### src/rtl/box_pkg.sv
// Shared definitions for the box rasteriser: FSM states, draw modes and
// the default visible screen size of the VGA adapter.
package box_pkg;

  typedef enum logic [1:0] {
    IDLE = 2'd0,
    DRAW = 2'd1,
    DONE = 2'd2
  } box_state_e;

  localparam logic MODE_FILL    = 1'b0;
  localparam logic MODE_OUTLINE = 1'b1;

  localparam int DEFAULT_SCREEN_W = 160;
  localparam int DEFAULT_SCREEN_H = 120;

endpackage

### src/rtl/box_drawer_raster_scanner.sv
// Row-major offset walker for a w x h box: one scan position per enabled
// cycle, flagging the final position and positions on the box border.
module raster_scanner #(
  parameter int SIZE_W = 4
) (
  input  logic              clock,
  input  logic              reset_n,
  input  logic              load,
  input  logic              enable,
  input  logic [SIZE_W-1:0] w,
  input  logic [SIZE_W-1:0] h,
  output logic [SIZE_W-1:0] ox,
  output logic [SIZE_W-1:0] oy,
  output logic              last,
  output logic              border
);

  localparam logic [SIZE_W-1:0] ONE = SIZE_W'(1);

  logic [SIZE_W-1:0] ox_reg;
  logic [SIZE_W-1:0] oy_reg;
  logic [SIZE_W-1:0] w_last;
  logic [SIZE_W-1:0] h_last;
  logic              row_end;
  logic              col_end;

  assign w_last  = w - ONE;
  assign h_last  = h - ONE;
  assign row_end = (ox_reg == w_last);
  assign col_end = (oy_reg == h_last);

  always_ff @(posedge clock or negedge reset_n) begin
    if (!reset_n) begin
      ox_reg <= '0;
      oy_reg <= '0;
    end else if (load) begin
      ox_reg <= '0;
      oy_reg <= '0;
    end else if (enable) begin
      if (row_end) begin
        ox_reg <= '0;
        // Wrap the row counter on the final position so a stray enable
        // never walks past the box.
        oy_reg <= col_end ? '0 : oy_reg + ONE;
      end else begin
        ox_reg <= ox_reg + ONE;
      end
    end
  end

  assign ox     = ox_reg;
  assign oy     = oy_reg;
  assign last   = row_end && col_end;
  assign border = (ox_reg == '0) || row_end || (oy_reg == '0) || col_end;

endmodule

### src/rtl/box_drawer.sv
// Rectangle rasteriser: latches a box request, walks it one pixel per clock
// and drives the VGA adapter write port with clipped, registered pixels.
module box_drawer
  import box_pkg::*;
#(
  parameter int X_W      = 8,
  parameter int Y_W      = 7,
  parameter int C_W      = 3,
  parameter int SIZE_W   = 4,
  parameter int SCREEN_W = DEFAULT_SCREEN_W,
  parameter int SCREEN_H = DEFAULT_SCREEN_H
) (
  input  logic              clock,
  input  logic              reset_n,
  input  logic              start,
  input  logic [X_W-1:0]    x_in,
  input  logic [Y_W-1:0]    y_in,
  input  logic [C_W-1:0]    colour_in,
  input  logic [SIZE_W-1:0] width_in,
  input  logic [SIZE_W-1:0] height_in,
  input  logic              mode,
  output logic              busy,
  output logic              done,
  output logic              plot,
  output logic [X_W-1:0]    out_x,
  output logic [Y_W-1:0]    out_y,
  output logic [C_W-1:0]    out_colour
);

  localparam logic [1:0] S_IDLE = IDLE;
  localparam logic [1:0] S_DRAW = DRAW;
  localparam logic [1:0] S_DONE = DONE;

  // One extra bit so a box hanging off the right/bottom edge is clipped
  // rather than wrapping back onto column/row 0.
  localparam int PX_W = X_W + 1;
  localparam int PY_W = Y_W + 1;
  localparam logic [PX_W-1:0] SCREEN_W_L = PX_W'(SCREEN_W);
  localparam logic [PY_W-1:0] SCREEN_H_L = PY_W'(SCREEN_H);

  logic [1:0]        state_reg;
  logic [X_W-1:0]    x_reg;
  logic [Y_W-1:0]    y_reg;
  logic [C_W-1:0]    colour_reg;
  logic [SIZE_W-1:0] w_reg;
  logic [SIZE_W-1:0] h_reg;
  logic              mode_reg;

  logic              busy_reg;
  logic              done_reg;
  logic              plot_reg;
  logic [X_W-1:0]    out_x_reg;
  logic [Y_W-1:0]    out_y_reg;
  logic [C_W-1:0]    out_colour_reg;

  logic              accept;
  logic              empty_req;
  logic              scan_load;
  logic              scan_enable;
  logic [SIZE_W-1:0] ox;
  logic [SIZE_W-1:0] oy;
  logic              scan_last;
  logic              scan_border;
  logic [PX_W-1:0]   px;
  logic [PY_W-1:0]   py;
  logic              pix_en;

  assign accept      = (state_reg == S_IDLE) && start;
  assign empty_req   = (width_in == '0) || (height_in == '0);
  assign scan_load   = accept && !empty_req;
  assign scan_enable = (state_reg == S_DRAW);

  raster_scanner #(
    .SIZE_W (SIZE_W)
  ) u_scanner (
    .clock   (clock),
    .reset_n (reset_n),
    .load    (scan_load),
    .enable  (scan_enable),
    .w       (w_reg),
    .h       (h_reg),
    .ox      (ox),
    .oy      (oy),
    .last    (scan_last),
    .border  (scan_border)
  );

  assign px     = PX_W'(x_reg) + PX_W'(ox);
  assign py     = PY_W'(y_reg) + PY_W'(oy);
  assign pix_en = ((mode_reg == MODE_FILL) || scan_border) &&
                  (px < SCREEN_W_L) && (py < SCREEN_H_L);

  always_ff @(posedge clock or negedge reset_n) begin
    if (!reset_n) begin
      state_reg      <= S_IDLE;
      x_reg          <= '0;
      y_reg          <= '0;
      colour_reg     <= '0;
      w_reg          <= '0;
      h_reg          <= '0;
      mode_reg       <= 1'b0;
      busy_reg       <= 1'b0;
      done_reg       <= 1'b0;
      plot_reg       <= 1'b0;
      out_x_reg      <= '0;
      out_y_reg      <= '0;
      out_colour_reg <= '0;
    end else begin
      done_reg <= 1'b0;
      plot_reg <= 1'b0;
      case (state_reg)
        S_IDLE: begin
          if (start) begin
            x_reg      <= x_in;
            y_reg      <= y_in;
            colour_reg <= colour_in;
            w_reg      <= width_in;
            h_reg      <= height_in;
            mode_reg   <= mode;
            busy_reg   <= 1'b1;
            state_reg  <= empty_req ? S_DONE : S_DRAW;
          end
        end
        S_DRAW: begin
          // Clipped or interior-outline positions still cost a cycle; the
          // coordinate outputs simply hold their last plotted value.
          plot_reg <= pix_en;
          if (pix_en) begin
            out_x_reg      <= px[X_W-1:0];
            out_y_reg      <= py[Y_W-1:0];
            out_colour_reg <= colour_reg;
          end
          if (scan_last) begin
            state_reg <= S_DONE;
          end
        end
        S_DONE: begin
          done_reg  <= 1'b1;
          busy_reg  <= 1'b0;
          state_reg <= S_IDLE;
        end
        default: begin
          busy_reg  <= 1'b0;
          state_reg <= S_IDLE;
        end
      endcase
    end
  end

  assign busy       = busy_reg;
  assign done       = done_reg;
  assign plot       = plot_reg;
  assign out_x      = out_x_reg;
  assign out_y      = out_y_reg;
  assign out_colour = out_colour_reg;

endmodule

### config.mk
export PLATFORM = sky130hd
export DESIGN_NAME = box_drawer
export DESIGN_NICKNAME = d
export VERILOG_FILES = /design/src/rtl/box_pkg.sv /design/src/rtl/box_drawer_raster_scanner.sv /design/src/rtl/box_drawer.sv
export SDC_FILE = /design/constraint.sdc
export NUM_CORES = 1
export LEC_CHECK = 0
export BUFFER_PORTS_ARGS = -buffer_cell sky130_fd_sc_hd__buf_2
export CAP_MARGIN = 20
export CORE_ASPECT_RATIO = 0.9
export CORE_MARGIN = 10
export CORE_UTILIZATION = 25
export DETAILED_ROUTE_END_ITERATION = 12
export GPL_TIMING_DRIVEN = 0
export PLACE_DENSITY = 0.47
export SLEW_MARGIN = 20
export SYNTH_ARGS = -nofsm -noshare
export SYNTH_HDL_FRONTEND = slang
export SYNTH_SLANG_ARGS = --single-unit
### constraint.sdc
create_clock -name clock -period 5.15 [get_ports clock]
set_clock_uncertainty 0.15 [all_clocks]
set_input_delay 0 -clock clock [delete_from_list [all_inputs] [get_ports clock]]
set_output_delay 0 -clock clock [all_outputs]
set_load 0.05 [all_outputs]
==> results.toml, run 1 <==
[route]
ant_nets = 0
drt_pre_antenna_iters = 4
routed_via_density = 4.416
drt_iter0_drc = 132
wl_per_cell_um = 14.41
routed_wl_um = 7421
drt_drc_violations_left = 0
via_count = 2274

[critical_path]
crit_fanout = 10
crit_arrival_ns = 3.18
required_ns = 5.21
slowest_stage = "dfrtp_1"
slowest_delay_ns = 0.44
worstSetupStartpointType = "flop"
reg2regPathDepth = 12
startpoint = "u_scanner.oy[0]"
end_kind = "flop"
ff2ff_setup_slack_ns = 2.03
path_cells = "ha_1 -> inv_1 -> fa_1 -> nand2b_1 -> a21oi_1 -> xnor2_1 -> nand4_1 -> nand4_1 -> a311o_1 -> buf_6 -> buf_12 -> mux2_4"
cp_common_cell = "nand4_1"
crit_type = "flop to flop"
r2r-start = "u_scanner.oy[0]"
r2r_end = "out_colour[2]"

[outcome]
status = "finished clean"

[grt]
grt_pass1_vias = 2431
grt_pass1_wl_um = 12360
grt_max_degree = 59
antenna_found_initial = 0
grt-ovfl-total = 0
grtUsageTotal_pct = 9.401

[pwr]
netSwitchingFraction_pct = 41.06
seqPwrFrac_pct = 27.7
p_clk_share_pct = 21.5
ir_worst_vdd_mv = 0.2827
p_int_w = 0.001857
p_switching_w = 0.001293
share_comb_of_total_power_pct = 50.8
power.density_mw_per_mm2 = 778.5
p_leak_nw = 1.896

[synth]
yosys.area.top_type = "dfrtp_1"
synth_most_common_cell = "dfrtp_1"
yosys.area.top_type_share_pct = 48.80
syn_nets = 310
syn_area_mm2 = 0.002974
ys.flop_type = "dfrtp_1"
synth_seq_cells = 58
synthDistinctLibCells = 39
synth_cells = 264
yosys_warnings = 0
synth.top_cells.by_area = "dfrtp_1 49%, mux2_2 11%, ha_1 5.9%"
synth_common_cells = "58 x dfrtp_1, 29 x mux2_2, 20 x inv_1"
synth_edf_count = 0
synth_seq_area_share_pct = 48.80
postSynth.asyncResetShare_pct = 100.0
synth_area_per_cell_um2 = 11.27

[worst_hold_path]
hold_class = "input pin to async pin"

[place]
portBuffers = 50
place.gp.congestion = 0.7568
hpwl_um = 5328
dp.cells = 470
dpl_cell_area_mm2 = 0.003422

[layout]
drive_gt1_share_pct = 29.25
antennaDiodeCount = 0
final_cell_area_mm2 = 0.004046
final_cells = 515
final_util_pct = 35.10
final_nets = 400
num-fill-cells = 1144
syn_to_final_growth_pct = 36.05

[timing]
maxSlewHeadroom_pct = 48.52
setup_violations = 0
tightest_slew_ns = 0.7722
finalHoldViolCount = 0
fin_crit_sh_pct = 60.57
fmax_mhz = 320.6
period_needed_ns = 3.119
slew_viol_final = 0
rsz0062_at_grt = "false"
setup-tns-final_ns = 0

[cts]
cts-buffers-inserted = 9
cts.htree.levels = 3
clockRootBuffer = "clkbuf_16"
clock_latency_ns = 0.32
clock_path_buffers = 2
cts_tree = "done"
clkSinkCount = 58
cts_setup_buffers = 0
clkTransAtPathRegs_ns = 0.05

[floorplanning]
initial_core_util_pct = 25.80
ios = 51
die_h_um = 123.5
die_area_mm2 = 0.01667
rows = 37
core_area_mm2 = 0.01153
die_width_um = 135.0

[job]
drv_cap = 0
==> final cells by class <==
cell class | instances | area, um^2 | area share [%]
clock inverters | 6 | 105.1 | 2.597
plain buffers | 6 | 47.55 | 1.175
multi-input cells | 180 | 1400 | 34.60
repair buffers | 79 | 543.0 | 13.42
flip-flops and latches | 58 | 1451 | 35.87
clock buffers | 10 | 229.0 | 5.659
well taps | 156 | 195.2 | 4.824
inverters | 20 | 75.07 | 1.855
==> power groups by stage <==
stage               sequential [W]  combinational, W  clock, W
finish                    0.000873           0.00160  0.000676
global route              0.000908           0.00177  0.000715
CTS                       0.000875           0.00164  0.000692
detailed placement        0.000881           0.00161         0
global placement          0.000873           0.00158         0
floorplan                  0.00112          0.000993         0
==> cells by family (layout without fill, tap and decap cells) <==
logic type	Yosys count	count (layout)	synth area share (%)
AOI/OAI and AO/OA	36	36	7.026
xor gates and xnor gates	23	23	6.773
adders and majority gates	16	16	7.236
buffers and inverters	26	121	4.123
DFF	58	58	48.80
muxes	37	37	14.68
and+or+nand+nor	68	68	11.36
==> layer usage <==
layer  wire (um)  GRT usage [%]  up-vias
met5           0              0        -
met4          82          3.562        0
met3         296          2.798        8
met2        3550          15.35       43
met1        3492          11.53     1128
li1            -              -     1095
==> cells in the final DEF (no fill, tap or decap), types with 2 or more instances in the layout <==
master         synthesis  final
and3_1                 2      2
nor2b_1                3      3
nor4_1                 2      2
dlygate4sd3_1          0     29
o21ai_0               15     15
clkinv_2               0      3
a21o_1                 3      3
nand3_1               10     10
nand2b_1               3      3
nand2_1               18     18
mux2_2                29     29
bufinv_16              0      3
nor2_1                15     15
buf_2                  1     50
mux2i_1                2      2
xnor2_1                9      9
a21oi_1               11     11
nor3b_1                2      2
ha_1                  14     14
inv_1                 20     20
nor3_1                 4      4
clkbuf_16              0      9
dfrtp_1               58     58
nand4_1                4      4
clkbuf_1               2      3
fa_1                   2      2
xor2_1                14     14
mux2_4                 6      6
==> per-stage QoR <==
| stage | worst slack, ns | total power, W | hold WS [ns] |
|---|---|---|---|
| 6_report | 2.031 | 0.003150 | 0.1454 |
| 4_1_cts | 2.034 | 0.003202 | 0.1720 |
| 5_1_grt | 1.836 | 0.003391 | 0.2334 |
| 2_1_floorplan | 2.374 | 0.002115 | -0.4456 |
| 3_5_place_dp | 2.019 | 0.002490 | -0.02118 |
| 3_3_place_gp | 2.066 | 0.002455 | 0.07350 |
==> worst max path at each step <==
stage          slack, ns             to  depth (start not counted)
3_3_place_gp        2.07       out_y[6]                         12
2_1_floorplan       2.37  out_colour[2]                         12
3_5_place_dp        2.02  out_colour[2]                         12
4_1_cts             2.03  out_colour[2]                         12
5_1_grt             1.84  out_colour[2]                         12
6_report            2.03  out_colour[2]                         12
==> critical path, delay by kind of cell (launching register included) <==
kind / cells / cell delay, ns
AO/OA/AOI/OAI: 2 / 0.59
buffers and inverters: 3 / 0.37
multiplexers: 1 / 0.29
adder cells (fa/ha/maj): 2 / 0.61
XOR/XNOR: 1 / 0.13
flip-flops: 1 / 0.44
AND/OR/NAND/NOR: 3 / 0.42
==> repair_timing <==
item / in CTS / in global routing
hold buffers: 29 / 0
endpoints found under the hold margin: 91 / 0
gates resized for setup: 0 / 0
Power figures use the tool's default switching activity.
==> inputs of run 2 (changes only) <==
Clock period 5.15 ns to 3.3 ns, I/O delays scaled along.
==> run 2 against run 1 <==
First-iteration DRC count decreased by 7.6%. Sequential cell count is the same. Sequential share of layout area about the same. Power rose by 56%. Critical endpoint unchanged. Largest power group unchanged. Non-clock buffer count unchanged. Combinational power grew 56%. Cell count unchanged. Setup slack got worse by 1.8 ns. Routed wire length hardly changed. Sequential power rose by 56%. Critical path depth stayed put.
==> results.toml, run 2 (synthesized netlist as in run 1, its figures left out) <==
[cts]
clock_path_buffers = 2
clockRootBuffer = "clkbuf_16"
cts_tree = "done"
clkSinkCount = 58
clock_latency_ns = 0.32
cts.htree.levels = 3
cts_setup_buffers = 0
clkTransAtPathRegs_ns = 0.05
cts-buffers-inserted = 9

[critical_path]
slowest_delay_ns = 0.41
r2r_end = "out_colour[2]"
slowest_stage = "dfrtp_2"
r2r-start = "u_scanner.oy[0]"
crit_fanout = 10
critical_path_buf_inv_count = 3
crit_type = "flop to flop"
cp_top_family = "adder cells"
cp_common_cell = "nand4_1"
worstSetupStartpointType = "flop"
ff2ff_setup_slack_ns = 0.24
crit_arrival_ns = 3.12
reg2regPathDepth = 12
required_ns = 3.36
path_cells = "ha_1 -> inv_1 -> fa_1 -> nand2b_1 -> a21oi_1 -> xnor2_1 -> nand4_1 -> nand4_1 -> a311o_1 -> buf_6 -> buf_12 -> mux2_4"
end_kind = "flop"

[timing]
slew_viol_final = 0
period_needed_ns = 3.061
fmax_mhz = 326.7
tightest_slew_ns = 0.7670
setup_violations = 0
maxSlewHeadroom_pct = 48.87
fin_crit_sh_pct = 92.77
hold_ws_ns = 0.1431
setup-tns-final_ns = 0
rsz0062_at_grt = "false"
fin_ws_ns = 0.2386
finalHoldViolCount = 0

[route]
routed_wl_um = 7428
routed_via_density = 4.410
drt_iter0_drc = 122
wl_per_cell_um = 14.42
drt_pre_antenna_iters = 4
via_count = 2271
ant_nets = 0
drt_drc_violations_left = 0

[worst_hold_path]
hold_class = "input pin to async pin"

[layout]
syn_to_final_growth_pct = 36.10
drive_gt1_share_pct = 29.53
num-fill-cells = 1143
final_nets = 400
final_cell_mix = "57 x dfrtp_1, 50 x buf_2, 29 x mux2_2, 29 x dlygate4sd3_1, 20 x inv_1"
antennaDiodeCount = 0
final_common_cell = "dfrtp_1"

[pwr]
netSwitchingFraction_pct = 41.05
p_leak_nw = 1.895
share_comb_of_total_power_pct = 50.8
p_int_w = 0.002899
power.density_mw_per_mm2 = 1215
seqPwrFrac_pct = 27.7
ir_worst_vdd_mv = 0.4412
p_switching_w = 0.002019
p_clk_share_pct = 21.4

[floorplanning]
core_area_mm2 = 0.01153
initial_core_util_pct = 25.80
ios = 51
rows = 37
die_area_mm2 = 0.01667
die_h_um = 123.5
die_width_um = 135.0

[outcome]
status = "finished clean"

[place]
place.gp.congestion = 0.7568
portBuffers = 50
dp_slack_ns = 0.1692
hpwl_um = 5328

[grt]
grt_pass1_wl_um = 12360
grt_max_degree = 59
grt_pass1_vias = 2431
antenna_found_initial = 0
grt-ovfl-total = 0
grtUsageTotal_pct = 9.401

[job]
drv_cap = 0
[run 2: what timing repair did]
| action | 4_1_cts | 5_1_grt |
|---|---|---|
| endpoints found under the setup margin | 0 | 6 |
| hold buffers | 29 | 0 |
| hold endpoints to repair | 91 | 0 |
| resized for setup | 0 | 1 |
[run 2: power by group through the flow]
stage | clock [W] | combinational (W) | sequential [W]
6_report | 0.00105 | 0.00250 | 0.00136
5_1_grt | 0.00112 | 0.00276 | 0.00142
4_1_cts | 0.00108 | 0.00255 | 0.00136
3_5_place_dp | 0 | 0.00251 | 0.00137
3_3_place_gp | 0 | 0.00247 | 0.00136
2_1_floorplan | 0 | 0.00155 | 0.00175
[run 2: layout make-up]
class | instances | area, um^2 | area share (%)
flip-flops and latches | 58 | 1453 | 35.89
multi-input cells | 180 | 1400 | 34.59
repair buffers | 79 | 543.0 | 13.42
clock buffers | 10 | 229.0 | 5.657
well taps | 156 | 195.2 | 4.822
clock inverters | 6 | 105.1 | 2.597
inverters | 20 | 75.07 | 1.855
plain buffers | 6 | 47.55 | 1.175
[run 2: worst max-delay path by stage]
stage,start,endpoint,slack (ns),depth (start not counted)
2_1_floorplan,u_scanner.oy[0],out_colour[2],0.52,12
3_3_place_gp,u_scanner.oy[0],out_y[6],0.22,12
3_5_place_dp,u_scanner.oy[0],out_colour[2],0.17,12
4_1_cts,u_scanner.oy[0],out_colour[2],0.18,12
5_1_grt,u_scanner.oy[0],out_colour[2],0.05,12
6_report,u_scanner.oy[0],out_colour[2],0.24,12
[run 2: per-stage QoR]
stage	utilization [%]	instance area (um^2)	total power (W)	instances
detailed placement	29.69	3422	0.003886	470
floorplan	-	2974	0.003300	264
CTS	35.10	4046	0.004997	515
global placement	29.66	3420	0.003832	470
global route	35.11	4048	0.005297	515
finish	35.11	4048	0.004918	515
[run 2: routing by layer]
metal | track usage [%] | routed length (um) | up-vias
li1 | - | - | 1096
met1 | 11.53 | 3483 | 1126
met2 | 15.35 | 3569 | 41
met3 | 2.798 | 293 | 8
met4 | 3.562 | 82 | 0
met5 | 0 | 0 | -
==> inputs of run 3 (changes only) <==
Settings changed: CELL_PAD_IN_SITES_DETAIL_PLACEMENT from default to 2, CELL_PAD_IN_SITES_GLOBAL_PLACEMENT from default to 2, CTS_BUF_LIST from default to sky130_fd_sc_hd__clkbuf_4 sky130_fd_sc_hd__clkbuf_8 sky130_fd_sc_hd__clkbuf_16, PLACE_DENSITY 0.47 to 0.63.
==> run 3 against run 2 <==
Register-to-register slack is essentially flat. Via count grew 0.57%. Combinational power grew 2%. Global-route usage grew 1.3 points. Clock-buffer cell count unchanged. Critical endpoint unchanged. Highest routed layer unchanged.
==> results.toml, run 3 (synthesized netlist as in run 1, its figures left out) <==
[pwr]
netSwitchingFraction_pct = 42.88
seqPwrFrac_pct = 28.2
ir_worst_vdd_mv = 0.3365
power.density_mw_per_mm2 = 1209
share_comb_of_total_power_pct = 52.3
p_int_w = 0.002778
p_switching_w = 0.002085
finalPower_w = 0.004863
p_clk_share_pct = 19.5
p_leak_nw = 1.871

[grt]
grt-ovfl-total = 0
grtUsageTotal_pct = 10.72
antenna_found_initial = 0
grt_max_degree = 59
grt_pass1_vias = 2650
grt_pass1_wl_um = 13980

[critical_path]
end_kind = "flop"
worstSetupStartpointType = "flop"
r2r_end = "out_colour[2]"
crit_fanout = 10
required_ns = 3.37
r2r-start = "u_scanner.oy[0]"
crit_arrival_ns = 3.11
startpoint = "u_scanner.oy[0]"
crit_type = "flop to flop"
reg2regPathDepth = 12
ff2ff_setup_slack_ns = 0.25
crit_end = "out_colour[2]"

[layout]
final_cells = 515
final_common_cell = "dfrtp_1"
final_nets = 400
multi_input_area_mm2 = 0.001404
num-fill-cells = 1230
drive_gt1_share_pct = 29.81
seq_area_mm2 = 0.001451
final_cell_area_mm2 = 0.004021
final_util_pct = 34.89
antennaDiodeCount = 0
syn_to_final_growth_pct = 35.21
final_cell_mix = "58 x dfrtp_1, 50 x buf_2, 29 x mux2_2, 29 x dlygate4sd3_1, 20 x inv_1"

[route]
drt_iter0_drc = 69
via_count = 2284
routed_wl_um = 8066
ant_nets = 0
drt_drc_violations_left = 0
drt_pre_antenna_iters = 4
routed_via_density = 4.435
wl_per_cell_um = 15.66

[worst_hold_path]
hold_class = "input pin to async pin"

[timing]
setup-tns-final_ns = 0
tightest_slew_ns = 0.7876
rsz0062_at_grt = "false"
fin_crit_sh_pct = 92.32
setup_violations = 0
finalHoldViolCount = 0
slew_viol_final = 0
maxSlewHeadroom_pct = 47.49
fmax_mhz = 328.2
period_needed_ns = 3.047

[place]
portBuffers = 50
hpwl_um = 5889
dpl_cell_area_mm2 = 0.003422
place.gp.congestion = 0.7448
dp.cells = 470

[floorplanning]
die_width_um = 135.0
core_area_mm2 = 0.01153
ios = 51
initial_core_util_pct = 25.80
rows = 37
die_area_mm2 = 0.01667
die_h_um = 123.5

[job]
drv_cap = 0

[cts]
cts.htree.levels = 3
cts_tree = "done"
clkSinkCount = 58
clock_latency_ns = 0.33
cts-buffers-inserted = 9
clockRootBuffer = "clkbuf_16"
clkTransAtPathRegs_ns = 0.05
clock_path_buffers = 2

[outcome]
status = "finished clean"
==> run 3: cell count changes in the layout (fill, tap and decap cells not counted) <==
cell	previous run	this run
clkbuf_1	3	2
bufinv_16	3	1
clkinvlp_4	0	3
dfrtp_1	57	58
clkinv_4	0	1
a21oi_1	11	10
clkbuf_8	0	1
a21oi_2	1	2
clkinv_2	3	1
dfrtp_2	1	0
==> run 3: how the worst min path moves through the flow <==
stage,start,to,slack [ns],cells past startpoint
after floorplan,reset_n,busy,-0.45,0
after global placement,y_in[1],y_reg[1],0.07,3
after detailed placement,reset_n,out_x[4],-0.01,1
after CTS,reset_n,out_x[4],0.19,2
after global routing,reset_n,out_x[4],0.27,2
final,reset_n,out_x[4],0.15,2
==> run 3: power by group through the flow <==
stage,clock network (W),registers [W],logic [W]
final,0.000947,0.00137,0.00254
after global routing,0.00101,0.00144,0.00284
after CTS,0.000983,0.00138,0.00260
after detailed placement,0,0.00139,0.00256
after global placement,0,0.00137,0.00249
after floorplan,0,0.00175,0.00155
==> run 3: worst max-delay path: stages (launching register included) <==
cell and delay (ns):
dfrtp_1 0.44, ha_1 0.21, inv_1 0.06, fa_1 0.40
nand2b_1 0.18, a21oi_2 0.17, xnor2_1 0.11, nand4_1 0.11
nand4_1 0.14, a311o_1 0.35, buf_6 0.16, buf_12 0.15
mux2_4 0.29
==> run 3: metal layers <==
metal,track usage (%),vias to the layer above,part of all wire [%]
met3,4.136,10,6.6
li1,-,1086,-
met1,13.01,1141,47
met5,0,-,0
met2,17.06,47,45
met4,3.831,0,1.4
==> run 3: through the flow <==
stage | setup WS, ns | hold slack, ns
2_1_floorplan | 0.5244 | -0.4456
3_3_place_gp | 0.1726 | 0.06913
4_1_cts | 0.1490 | 0.1877
5_1_grt | 0.03927 | 0.2690
3_5_place_dp | 0.1600 | -0.01326
6_report | 0.2533 | 0.1525
==> run 3: layout make-up <==
type	instances	area share [%]
buffer	6	1.182
timing repair buffer	79	13.50
tap	156	4.854
sequential	58	36.09
clock buffer	10	5.943
clock inverter	6	1.649
multi-input combinational	180	34.91
inverter	20	1.867
==> run 3: repair_timing <==
action	in CTS	in global routing
hold buffers	29	0
endpoints found under the setup margin	0	6
resized for setup	0	1
buffers inserted	0	0
endpoints found under the hold margin	87	0
